`src/rtl/hazard_pkg.sv`:
```
// hazard_pkg: shared types and constants for the hazard scoreboard.
//   hz_entry_t  - one tracked in-flight instruction {valid, rd, we, ld}
//   SEL_REGFILE - forward-select value meaning "read the register file"
//   HZ_BUBBLE   - empty pipeline entry
// rd is stored at HZ_RD_W bits so the struct can live in a package while the
// scoreboard stays parameterised; REG_W up to HZ_RD_W is supported and
// narrower addresses are zero-extended on entry.
package hazard_pkg;

    localparam int HZ_RD_W = 8;

    typedef struct packed {
        logic               valid;
        logic [HZ_RD_W-1:0] rd;
        logic               we;
        logic               ld;
    } hz_entry_t;

    localparam int        SEL_REGFILE = 0;
    localparam hz_entry_t HZ_BUBBLE   = '{valid: 1'b0, rd: '0, we: 1'b0, ld: 1'b0};

endpackage

```
`src/rtl/hazard_src_match.sv`:
```
// hazard_src_match: nearest-producer priority encoder for one source operand.
//   use_src  - the decode instruction actually reads this source
//   src      - source register address (zero-extended to HZ_RD_W)
//   ents     - tracked entries, index 1 = EX ... DEPTH = WB
//   sel      - index of the nearest matching entry, SEL_REGFILE if none
//   load_use - nearest match is a load whose data is not yet forwardable
module hazard_src_match
    import hazard_pkg::*;
#(
    parameter int DEPTH      = 3,
    parameter int LOAD_AVAIL = 2,
    parameter int SEL_W      = $clog2(DEPTH + 1)
) (
    input  logic                  use_src,
    input  logic [HZ_RD_W-1:0]    src,
    input  hz_entry_t [DEPTH:1]   ents,
    output logic [SEL_W-1:0]      sel,
    output logic                  load_use
);

    // Walk from the oldest entry to the youngest so the youngest match
    // overwrites older ones; an older matching entry never affects load_use.
    always_comb begin
        sel      = SEL_W'(SEL_REGFILE);
        load_use = 1'b0;
        for (int k = DEPTH; k >= 1; k--) begin
            if (use_src && ents[k].valid && ents[k].we && (ents[k].rd == src)) begin
                sel      = SEL_W'(k);
                load_use = ents[k].ld && (k < LOAD_AVAIL);
            end
        end
    end

endmodule

```
`src/rtl/hazard_scoreboard.sv`:
```
// hazard_scoreboard: hazard detection and forwarding control beside decode.
//   clk, rst (sync, active-low)
//   id_*                    - decode-stage instruction fields
//   redirect, mem_stall     - control redirect from EX, cache stall
//   stall, flush, issue     - pipeline control for IF/ID and decode
//   rs_fwd_sel, rt_fwd_sel  - 0 = register file, k = forward from entry k
//   wb_rd, wb_write_en      - writeback port of the oldest entry
//   stall_cnt               - saturating count of load-use stall cycles
module hazard_scoreboard
    import hazard_pkg::*;
#(
    parameter int REG_W        = 3,
    parameter int DEPTH        = 3,
    parameter int LOAD_AVAIL   = 2,
    parameter int FLUSH_CYCLES = 3,
    parameter int CNT_W        = 16,
    parameter int SEL_W        = $clog2(DEPTH + 1)
) (
    input  logic             clk,
    input  logic             rst,
    input  logic             id_valid,
    input  logic [REG_W-1:0] id_rs,
    input  logic [REG_W-1:0] id_rt,
    input  logic             id_use_rs,
    input  logic             id_use_rt,
    input  logic [REG_W-1:0] id_rd,
    input  logic             id_write_en,
    input  logic             id_is_load,
    input  logic             redirect,
    input  logic             mem_stall,
    output logic             stall,
    output logic             flush,
    output logic             issue,
    output logic [SEL_W-1:0] rs_fwd_sel,
    output logic [SEL_W-1:0] rt_fwd_sel,
    output logic [REG_W-1:0] wb_rd,
    output logic             wb_write_en,
    output logic [CNT_W-1:0] stall_cnt
);

    localparam int FC_W = $clog2(FLUSH_CYCLES) + 1;

    hz_entry_t [DEPTH:1] ent;
    logic [FC_W-1:0]     fcnt;
    logic [SEL_W-1:0]    rs_sel, rt_sel;
    logic                rs_lu, rt_lu, load_use;

    hazard_src_match #(.DEPTH(DEPTH), .LOAD_AVAIL(LOAD_AVAIL), .SEL_W(SEL_W)) u_rs_match (
        .use_src  (id_use_rs),
        .src      (HZ_RD_W'(id_rs)),
        .ents     (ent),
        .sel      (rs_sel),
        .load_use (rs_lu)
    );

    hazard_src_match #(.DEPTH(DEPTH), .LOAD_AVAIL(LOAD_AVAIL), .SEL_W(SEL_W)) u_rt_match (
        .use_src  (id_use_rt),
        .src      (HZ_RD_W'(id_rt)),
        .ents     (ent),
        .sel      (rt_sel),
        .load_use (rt_lu)
    );

    assign load_use = rs_lu | rt_lu;

    // A redirect squashes decode in the same cycle; the counter covers the
    // remaining FLUSH_CYCLES-1 cycles. Flush wins over a load-use stall.
    assign flush       = redirect | (fcnt != '0);
    assign stall       = mem_stall | (id_valid & load_use & ~flush);
    assign issue       = id_valid & ~stall & ~flush;
    assign rs_fwd_sel  = (stall | flush) ? SEL_W'(SEL_REGFILE) : rs_sel;
    assign rt_fwd_sel  = (stall | flush) ? SEL_W'(SEL_REGFILE) : rt_sel;
    assign wb_rd       = ent[DEPTH].rd[REG_W-1:0];
    // Gated by mem_stall so a frozen WB entry writes only on its release cycle.
    assign wb_write_en = ent[DEPTH].valid & ent[DEPTH].we & ~mem_stall;

    always_ff @(posedge clk) begin
        if (!rst) begin
            ent       <= '0;
            fcnt      <= '0;
            stall_cnt <= '0;
        end else if (!mem_stall) begin
            for (int k = DEPTH; k >= 2; k--) begin
                ent[k] <= ent[k-1];
            end
            if (issue) begin
                ent[1] <= '{valid: 1'b1, rd: HZ_RD_W'(id_rd), we: id_write_en, ld: id_is_load};
            end else begin
                ent[1] <= HZ_BUBBLE;
            end

            if (redirect) begin
                fcnt <= FC_W'(FLUSH_CYCLES - 1);
            end else if (fcnt != '0) begin
                fcnt <= fcnt - 1'b1;
            end

            if (id_valid && load_use && !flush && (stall_cnt != {CNT_W{1'b1}})) begin
                stall_cnt <= stall_cnt + CNT_W'(1);
            end
        end
    end

endmodule

```
`config.mk`:
```
export PLATFORM = sky130hd
export DESIGN_NAME = hazard_scoreboard
export DESIGN_NICKNAME = d
export VERILOG_FILES = /design/src/rtl/hazard_pkg.sv /design/src/rtl/hazard_src_match.sv /design/src/rtl/hazard_scoreboard.sv
export SDC_FILE = /design/constraint.sdc
export NUM_CORES = 1
export LEC_CHECK = 0
export ABC_AREA = 1
export CAP_MARGIN = 20
export CORE_MARGIN = 10
export CORE_UTILIZATION = 45
export DETAILED_ROUTE_END_ITERATION = 10
export PLACE_DENSITY = 0.71
export SYNTH_ARGS = -nofsm -noshare
export SYNTH_HDL_FRONTEND = slang
export SYNTH_HIERARCHICAL = 1
export SYNTH_SLANG_ARGS = --single-unit
```
`constraint.sdc`:
```
create_clock -name clk -period 2.9 [get_ports clk]
set_input_delay 0.87 -clock clk [delete_from_list [all_inputs] [get_ports clk]]
set_output_delay 0.87 -clock clk [all_outputs]
set_load 0.005 [all_outputs]
```
==> impl_results.rst, run 1 <==
.. list-table::
   :header-rows: 1

   * - Metric
     - Value
   * - Endpoint with the worst hold slack
     - fcnt[0]
   * - Mapped Area
     - 2950 µm²
   * - DRT antenna net count
     - 0
   * - Hold Buf Count CTS
     - 0
   * - Endpoint class of the critical path
     - primary output
   * - Crit path max-delay cell type
     - sky130_fd_sc_hd__or2_4
   * - Placed cell count
     - 754
   * - Total Routed Length
     - 7667 µm
   * - Cell family contributing the most delay on the critical path
     - simple AND/OR/NAND/NOR gates
   * - Ordered list of cells on the worst path
     - buf_12 -> clkinv_4 -> nand2_2 -> nand2_1 -> nor2_1 -> nand3_1 -> nor2_2 -> inv_2 -> nor2_2 -> o21ai_2 -> nor2_8 -> nor2_4 -> inv_2 -> or2_4 -> nor2_2 -> buf_2
   * - Data arrival time at the worst-slack endpoint
     - 2300 ps
   * - Worst reg-to-reg path cell count
     - 14
   * - Largest fanout of any net on the critical path
     - 5
   * - Share of total power in the clock network
     - 0.304
   * - Vias in the first global route
     - 3033
   * - Die span in x
     - 101.0 µm
   * - Reg-to-reg critical path endpoint
     - stall_cnt[2]
   * - DP Wirelength
     - 5948 µm
   * - Switching power total
     - 333.3 µW
   * - Hold violation total from the final report
     - 0
   * - Outcome
     - finished with violations
   * - Diode count
     - 0
   * - Pre-CTS setup slack
     - -1225 ps
   * - Final worst slack
     - -273.3 ps
   * - Worst Path Required
     - 2030 ps
   * - Internal power consumption
     - 791.9 µW
   * - Clock tree from TritonCTS
     - done
   * - Final TNS setup
     - -1131 ps
   * - Pins over their slew limit
     - 0
   * - Number of H-tree levels
     - 2
   * - Clock Root Buffer
     - sky130_fd_sc_hd__clkbuf_8
   * - Setup slack of the worst register-to-register path
     - 780 ps
   * - Reg-to-reg critical path startpoint
     - ent[2]
   * - Clock edge transition at the registers on the reported setup and hold paths
     - 70 ps
   * - Combinational Power Share
     - 0.242
   * - Final setup violation count
     - 6
   * - Min-Delay Startpoint
     - fcnt[0]
   * - Critical path buffers and inverters
     - 5
   * - Height of the chip
     - 101.0 µm
   * - Number of buffers on the longest clock path
     - 2
   * - Average detailed-routed wire length per instance
     - 9.906 µm
   * - Clock Latency Late Sink
     - 290 ps
   * - Vias/cell
     - 4.239
   * - Post-detailed-route DRC marker count
     - 0
   * - Violated checks
     - setup timing
   * - Slowest stage delay, CP
     - 260 ps
   * - Number of buffers added by the clock tree synthesis step
     - 5
   * - Hold Path Depth
     - 2
   * - TritonRoute pass-1 iters
     - 4
   * - Wire length of the first global-routing pass
     - 13010 µm
   * - Share of final-layout standard cells stronger than drive strength 1
     - 0.1765
   * - I/O pins
     - 45
   * - Tightest hold margin
     - 468.5 ps
   * - GRT Util Overall
     - 0.1519
   * - Nets
     - 717
   * - Die area
     - 10190 µm²
   * - GR Overflow Total
     - 0
   * - Count of input and output buffers
     - 44
   * - Count of vias placed by the detailed router
     - 3281
   * - Synth warnings
     - 6
   * - Post-Route Skew
     - 4.318 ps
   * - Standard-cell rows
     - 29
   * - Cell with the most instances on the worst path
     - sky130_fd_sc_hd__nor2_2
   * - Classification of the worst-slack hold path
     - flip-flop to flip-flop
   * - Initial antenna violation count
     - 0
   * - Number of DRC violations after detailed-routing iteration 0
     - 79
   * - Cell area power density
     - 266.8 nW/µm²
   * - Critical path launch point type
     - input port
   * - Max IR drop VDD
     - 0.2083 mV
   * - Number of sinks driven by the clock tree
     - 35
   * - Core outline area
     - 6350 µm²
   * - Maximum clock frequency
     - 315.1 MHz
   * - Last weighted congestion value of the routability-driven placer
     - 0.8705
   * - Setup repair after global routing missed its margin
     - true
   * - Non-filler instance count after layout
     - 774
   * - Layout-stage area growth over the synthesis result
     - 42.96%
   * - Max-capacitance violation count
     - 0
   * - Largest net degree at the start of global routing
     - 27
   * - Starting Density
     - 0.4646
   * - Mean post-synth cell area
     - 5.620 µm²
   * - CP Class
     - input port to primary output
   * - Final cycle utilization of the critical path
     - 1.094
   * - Fraction of power spent switching nets
     - 0.2962
   * - Gate count after technology mapping
     - 525
   * - Static Leak
     - 0.002058 µW
   * - Sequential fraction of design power
     - 0.454
   * - Shortest period the worst path allows
     - 3173 ps
   * - Total Power Consumption
     - 1125 µW
==> per-layer routing <==
| layer | track usage | vias up | routed length [µm] |
|---|---|---|---|
| li1 | - | 1800 | - |
| met3 | 0.04321 | 11 | 387 |
| met2 | 0.2541 | 48 | 3556 |
| met4 | 0.04609 | 0 | 124 |
| met5 | 0 | - | 0 |
| met1 | 0.1832 | 1422 | 3599 |
==> tightest hold or removal path, delay by kind of cell (launching register included) <==
kind | cells | cell delay, ps
AO/OA/AOI/OAI | 1 | 50
AND/OR/NAND/NOR | 1 | 60
flip-flops | 1 | 310
==> registers in the layout, summed over array words and instances, names as in the netlist <==
signal,flops
wb_rd,3
ent,13
stall_cnt,16
fcnt,3
==> layout by cell type, fill, tap and decap left out, types with 2 or more instances in the layout <==
cell type	instances
sky130_fd_sc_hd__nand4_1	3
sky130_fd_sc_hd__clkbuf_8	5
sky130_fd_sc_hd__o21ai_0	16
sky130_fd_sc_hd__nand2_2	7
sky130_fd_sc_hd__o21ai_1	2
sky130_fd_sc_hd__a21oi_1	12
sky130_fd_sc_hd__buf_2	8
sky130_fd_sc_hd__conb_1	94
sky130_fd_sc_hd__clkbuf_1	2
sky130_fd_sc_hd__xor2_1	3
sky130_fd_sc_hd__nor2_1	86
sky130_fd_sc_hd__inv_1	71
sky130_fd_sc_hd__inv_2	18
sky130_fd_sc_hd__buf_6	5
sky130_fd_sc_hd__ha_1	3
sky130_fd_sc_hd__nor2_2	15
sky130_fd_sc_hd__clkdlybuf4s50_1	28
sky130_fd_sc_hd__buf_8	3
sky130_fd_sc_hd__xnor2_1	22
sky130_fd_sc_hd__nand2_1	173
sky130_fd_sc_hd__dfxtp_1	35
sky130_fd_sc_hd__buf_4	36
sky130_fd_sc_hd__xnor2_2	2
sky130_fd_sc_hd__nand3_1	17
sky130_fd_sc_hd__nand3_2	7
sky130_fd_sc_hd__dlygate4sd2_1	2
sky130_fd_sc_hd__nor2_4	2
sky130_fd_sc_hd__clkinv_4	2
==> worst max-delay path by stage <==
stage	start	end	slack, ps	cells past startpoint
after global routing	id_rt[0]	rt_fwd_sel[0]	-360	16
after CTS	id_rt[0]	rs_fwd_sel[1]	-360	16
after global placement	id_rs[0]	rs_fwd_sel[0]	-1160	15
final	id_rs[0]	rt_fwd_sel[0]	-270	16
after detailed placement	id_rs[0]	rt_fwd_sel[0]	-1220	15
after floorplan	id_rs[1]	rs_fwd_sel[0]	-10	14
==> layout make-up <==
class                           count  area, µm²
Timing Repair Buffer               83      729.5
Clock inverter                      1      5.005
Tap cell                           77      96.34
Clock buffer                        7      76.32
Fill cell                         614       2132
Sequential cell                    35      700.7
Multi-Input combinational cell    479       2252
Inverter                           92      357.8
==> through the flow <==
| stage | cell area (µm²) | util |
|---|---|---|
| global placement | 3959 | 0.6234 |
| global route | 4218 | 0.6642 |
| floorplan | 3302 | - |
| finish | 4218 | 0.6642 |
| detailed placement | 3959 | 0.6234 |
| CTS | 4161 | 0.6554 |
==> power by group through the flow <==
| stage | clock network, µW | registers [µW] | logic, µW |
|---|---|---|---|
| finish | 342 | 511 | 272 |
| global route | 370 | 513 | 308 |
| CTS | 354 | 511 | 253 |
| detailed placement | 0 | 522 | 238 |
| global placement | 0 | 521 | 235 |
| floorplan | 0 | 517 | 163 |
==> what timing repair did <==
item                                    in CTS  in global routing
pin swaps                                   22                 22
resized for setup                           81                 26
cloned                                       1                  0
endpoints found under the setup margin       8                  6
buffers inserted                            13                  1
No activity file was read; power rests on OpenSTA's default activity.
==> run 2, diff against run 1 <==
Settings changed: GPL_ROUTABILITY_DRIVEN set to 1.
==> results of run 2 <==
No change in the layout: final DEF, timing and power equal those of run 1.
==> run 3, diff against run 2 <==
Settings changed: DONT_BUFFER_PORTS set to 1, PLACE_DENSITY 0.71 to unset.
==> run 3 against run 2 <==
  * The run still ends with setup timing left
  * Largest power group unchanged
  * Core utilization decreased by 7.6 points
  * Count of clock-buffer cells in the layout grew 1
  * Clock skew is 0.73 ps higher
  * Clock power up 14%
  * Via count fell by 7.6%
  * Setup slack improved by 230 ps
  * Hold slack got worse by 3.6 ps
  * Routed wire length shrank 2.3%
  * Total power decreased by 2.7%
  * Global-route usage down 0.40 points
  * Fmax up 7.8%
  * Sequential power barely moved
==> impl_results.rst, run 3 (synthesis results as in run 1) <==
.. list-table::
   :header-rows: 1

   * - Metric
     - Value
   * - Cell area power density
     - 293.4 nW/µm² (+10%)
   * - Cell with the most instances on the worst path
     - sky130_fd_sc_hd__nor2_2
   * - Static Leak
     - 0.001816 µW (-12%)
   * - Classification of the worst-slack hold path
     - flip-flop to flip-flop
   * - DP Wirelength
     - 5807 µm (-2.4%)
   * - Most common library cell in the layout ignoring fill and taps
     - sky130_fd_sc_hd__nand2_1
   * - Critical path buffers and inverters
     - 3 (-2)
   * - Clock Root Buffer
     - sky130_fd_sc_hd__clkbuf_8
   * - Final core utilization
     - 0.5878 (-0.07645)
   * - Clock tree from TritonCTS
     - done
   * - Pre-CTS setup slack
     - -161.5 ps (+1063 ps)
   * - Maximum clock frequency
     - 339.6 MHz (+7.8%)
   * - Endpoint class of the critical path
     - primary output
   * - Final setup violation count
     - 4 (-2)
   * - Non-filler instance count after layout
     - 713 (-7.9%)
   * - Ordered list of cells on the worst path
     - clkinv_16 -> nand2_4 -> nand2_2 -> nor2_2 -> nand3_1 -> nor2_2 -> inv_2 -> nor2_2 -> o21ai_2 -> nor2_8 -> nor2_4 -> inv_2 -> or2_4 -> nor2_2
   * - Crit path max-delay cell type
     - sky130_fd_sc_hd__or2_4
   * - Max-capacitance violation count
     - 0 (unchanged)
   * - Post-detailed-route DRC marker count
     - 0 (unchanged)
   * - CP Class
     - input port to primary output
   * - Nets
     - 656 (-8.5%)
   * - Largest register FFs
     - 16 (unchanged)
   * - Initial antenna violation count
     - 0 (unchanged)
   * - Internal power consumption
     - 795.1 µW (+0.39%)
   * - Violated checks
     - setup timing
   * - Die span in x
     - 101.0 µm (unchanged)
   * - Cell family contributing the most delay on the critical path
     - simple AND/OR/NAND/NOR gates
   * - Fraction of power spent switching nets
     - 0.2740 (-0.02216)
   * - Setup slack of the worst register-to-register path
     - 610 ps (-170 ps)
   * - Placed cell count
     - 691 (-8.4%)
   * - Starting Density
     - 0.4646 (unchanged)
   * - Max IR drop VDD
     - 0.2592 mV (+24%)
   * - Most frequent cells in the layout
     - sky130_fd_sc_hd__nand2_1, sky130_fd_sc_hd__conb_1, sky130_fd_sc_hd__nor2_1
   * - Worst reg-to-reg path cell count
     - 16 (+2)
   * - Hold violation total from the final report
     - 0 (unchanged)
   * - Worst Path Required
     - 2030 ps (about the same)
   * - Wire length of the first global-routing pass
     - 12400 µm (-4.7%)
   * - TritonRoute pass-1 iters
     - 5 (+1)
   * - Slowest stage delay, CP
     - 280 ps (+20 ps)
   * - Clock Latency Late Sink
     - 280 ps (about the same)
   * - Number of DRC violations after detailed-routing iteration 0
     - 116 (+47%)
   * - Clock edge transition at the registers on the reported setup and hold paths
     - 70 ps (about the same)
   * - Final cycle utilization of the critical path
     - 1.015 (-0.07894)
   * - Share of final-layout standard cells stronger than drive strength 1
     - 0.1447 (-0.03182)
   * - Share of total power in the clock network
     - 0.355 (+0.051)
   * - Core outline area
     - 6350 µm² (unchanged)
   * - Average detailed-routed wire length per instance
     - 10.51 µm (+6.1%)
   * - Reg-to-reg critical path endpoint
     - stall_cnt[2]
   * - Data arrival time at the worst-slack endpoint
     - 2070 ps (-230 ps)
   * - Layout-stage area growth over the synthesis result
     - 26.51%
   * - Switching power total
     - 300.1 µW (-10%)
   * - Shortest period the worst path allows
     - 2944 ps (-228.9 ps)
   * - GRT Util Overall
     - 0.1479 (-0.004022)
   * - Final worst slack
     - -44.33 ps (+228.9 ps)
   * - Combinational Power Share
     - 0.177 (-0.065)
   * - Count of filler cells inserted in the layout
     - 648 (+5.5%)
   * - Setup repair after global routing missed its margin
     - true
   * - Diode count
     - 0 (unchanged)
   * - DRT antenna net count
     - 0 (unchanged)
   * - I/O pins
     - 45 (unchanged)
   * - Outcome
     - finished with violations
   * - Number of sinks driven by the clock tree
     - 35 (unchanged)
   * - Reg-to-reg critical path startpoint
     - ent[3]
   * - Min-Delay Startpoint
     - fcnt[0]
   * - Height of the chip
     - 101.0 µm (unchanged)
   * - Die area
     - 10190 µm² (unchanged)
   * - Number of buffers on the longest clock path
     - 2 (unchanged)
   * - Count of vias placed by the detailed router
     - 3033 (-7.6%)
   * - Endpoint with the worst hold slack
     - fcnt[0]
   * - Post-Route Skew
     - 5.048 ps (+0.7301 ps)
   * - Last weighted congestion value of the routability-driven placer
     - 0.8640 (-0.75%)
   * - Largest net degree at the start of global routing
     - 29 (+7.4%)
   * - Sequential fraction of design power
     - 0.468 (+0.014)
   * - Total Routed Length
     - 7491 µm (-2.3%)
   * - Hold Path Depth
     - 2 (unchanged)
   * - Pins over their slew limit
     - 0 (unchanged)
   * - Vias/cell
     - 4.254 (+0.35%)
   * - Standard-cell rows
     - 29 (unchanged)
   * - Number of H-tree levels
     - 2 (unchanged)
   * - Tightest hold margin
     - 464.9 ps (-3.635 ps)
   * - Number of buffers added by the clock tree synthesis step
     - 5 (unchanged)
   * - Critical path launch point type
     - input port
   * - Largest fanout of any net on the critical path
     - 5 (unchanged)
   * - GR Overflow Total
     - 0 (unchanged)
   * - Top Registers
     - stall_cnt (16), ent (13)
   * - Vias in the first global route
     - 2680 (-12%)
   * - Top reg by flops
     - stall_cnt
   * - Hold Buf Count CTS
     - 0 (unchanged)
   * - Count of input and output buffers
     - 0 (-100%)
[run 3: cell count changes in the layout (fill, tap and decap cells not counted), moves of 3 or more]
cell / delta
sky130_fd_sc_hd__clkdlybuf4s50_1: -28
sky130_fd_sc_hd__buf_4: -16
sky130_fd_sc_hd__buf_2: -8
sky130_fd_sc_hd__buf_6: -3
sky130_fd_sc_hd__buf_8: -3
sky130_fd_sc_hd__nor2_4: +3
[run 3: area by class of cell]
cell class                 count  area (µm²)  share of cell area
sequential                    35       703.2              0.1884
tap                           77       96.34             0.02581
multi-input combinational    479        2256              0.6044
clock buffer                   8       100.1             0.02682
timing repair buffer          22       172.7             0.04626
inverter                      92       404.1              0.1083
[run 3: repair_timing]
item	CTS	global route
pin swaps	4	8
hold endpoints to repair	0	0
setup endpoints to repair	4	6
buffers inserted	11	4
resized for setup	20	29
[run 3: worst max-delay path by stage]
stage / from / endpoint / slack, ps / cells after the start
3_3_place_gp: id_rs[1] / rs_fwd_sel[0] / -130 / 14
6_report: id_rt[0] / rt_fwd_sel[0] / -40 / 14
4_1_cts: id_rt[1] / rs_fwd_sel[0] / -50 / 14
3_5_place_dp: id_rs[1] / rt_fwd_sel[0] / -160 / 14
2_1_floorplan: id_rs[1] / rs_fwd_sel[0] / -10 / 14
5_1_grt: id_rt[0] / rt_fwd_sel[0] / -150 / 14
[run 3: power groups by stage]
stage	sequential (µW)	combinational, µW	clock (µW)
CTS	512	177	402
global placement	523	168	0
global route	515	226	425
finish	513	194	389
detailed placement	523	170	0
floorplan	517	163	0
[run 3: per-stage QoR]
stage                     total power (µW)  TNS, ps  cell area [µm²]
after floorplan                      679.6   -10.07             3302
after global placement               690.8   -480.6             3376
after detailed placement             693.4   -603.7             3376
after CTS                             1091   -148.8             3612
after global routing                  1166   -514.6             3732
final                                 1095   -107.9             3732
[run 3: worst min-delay path, delay by kind of cell (launching register included)]
kind | cells | cell delay [ps]
DFF | 1 | 310
and+or+nand+nor | 1 | 60
AOI/OAI and AO/OA | 1 | 50
[run 3: metal layers]
layer	routed length, µm	part of all wire	global-route usage	vias to the layer above
met1	3329	0.44	0.1766	1283
met4	76	0.010	0.03859	0
met3	548	0.073	0.04527	8
met5	0	0	0	-
met2	3537	0.47	0.2501	60
li1	-	-	-	1682
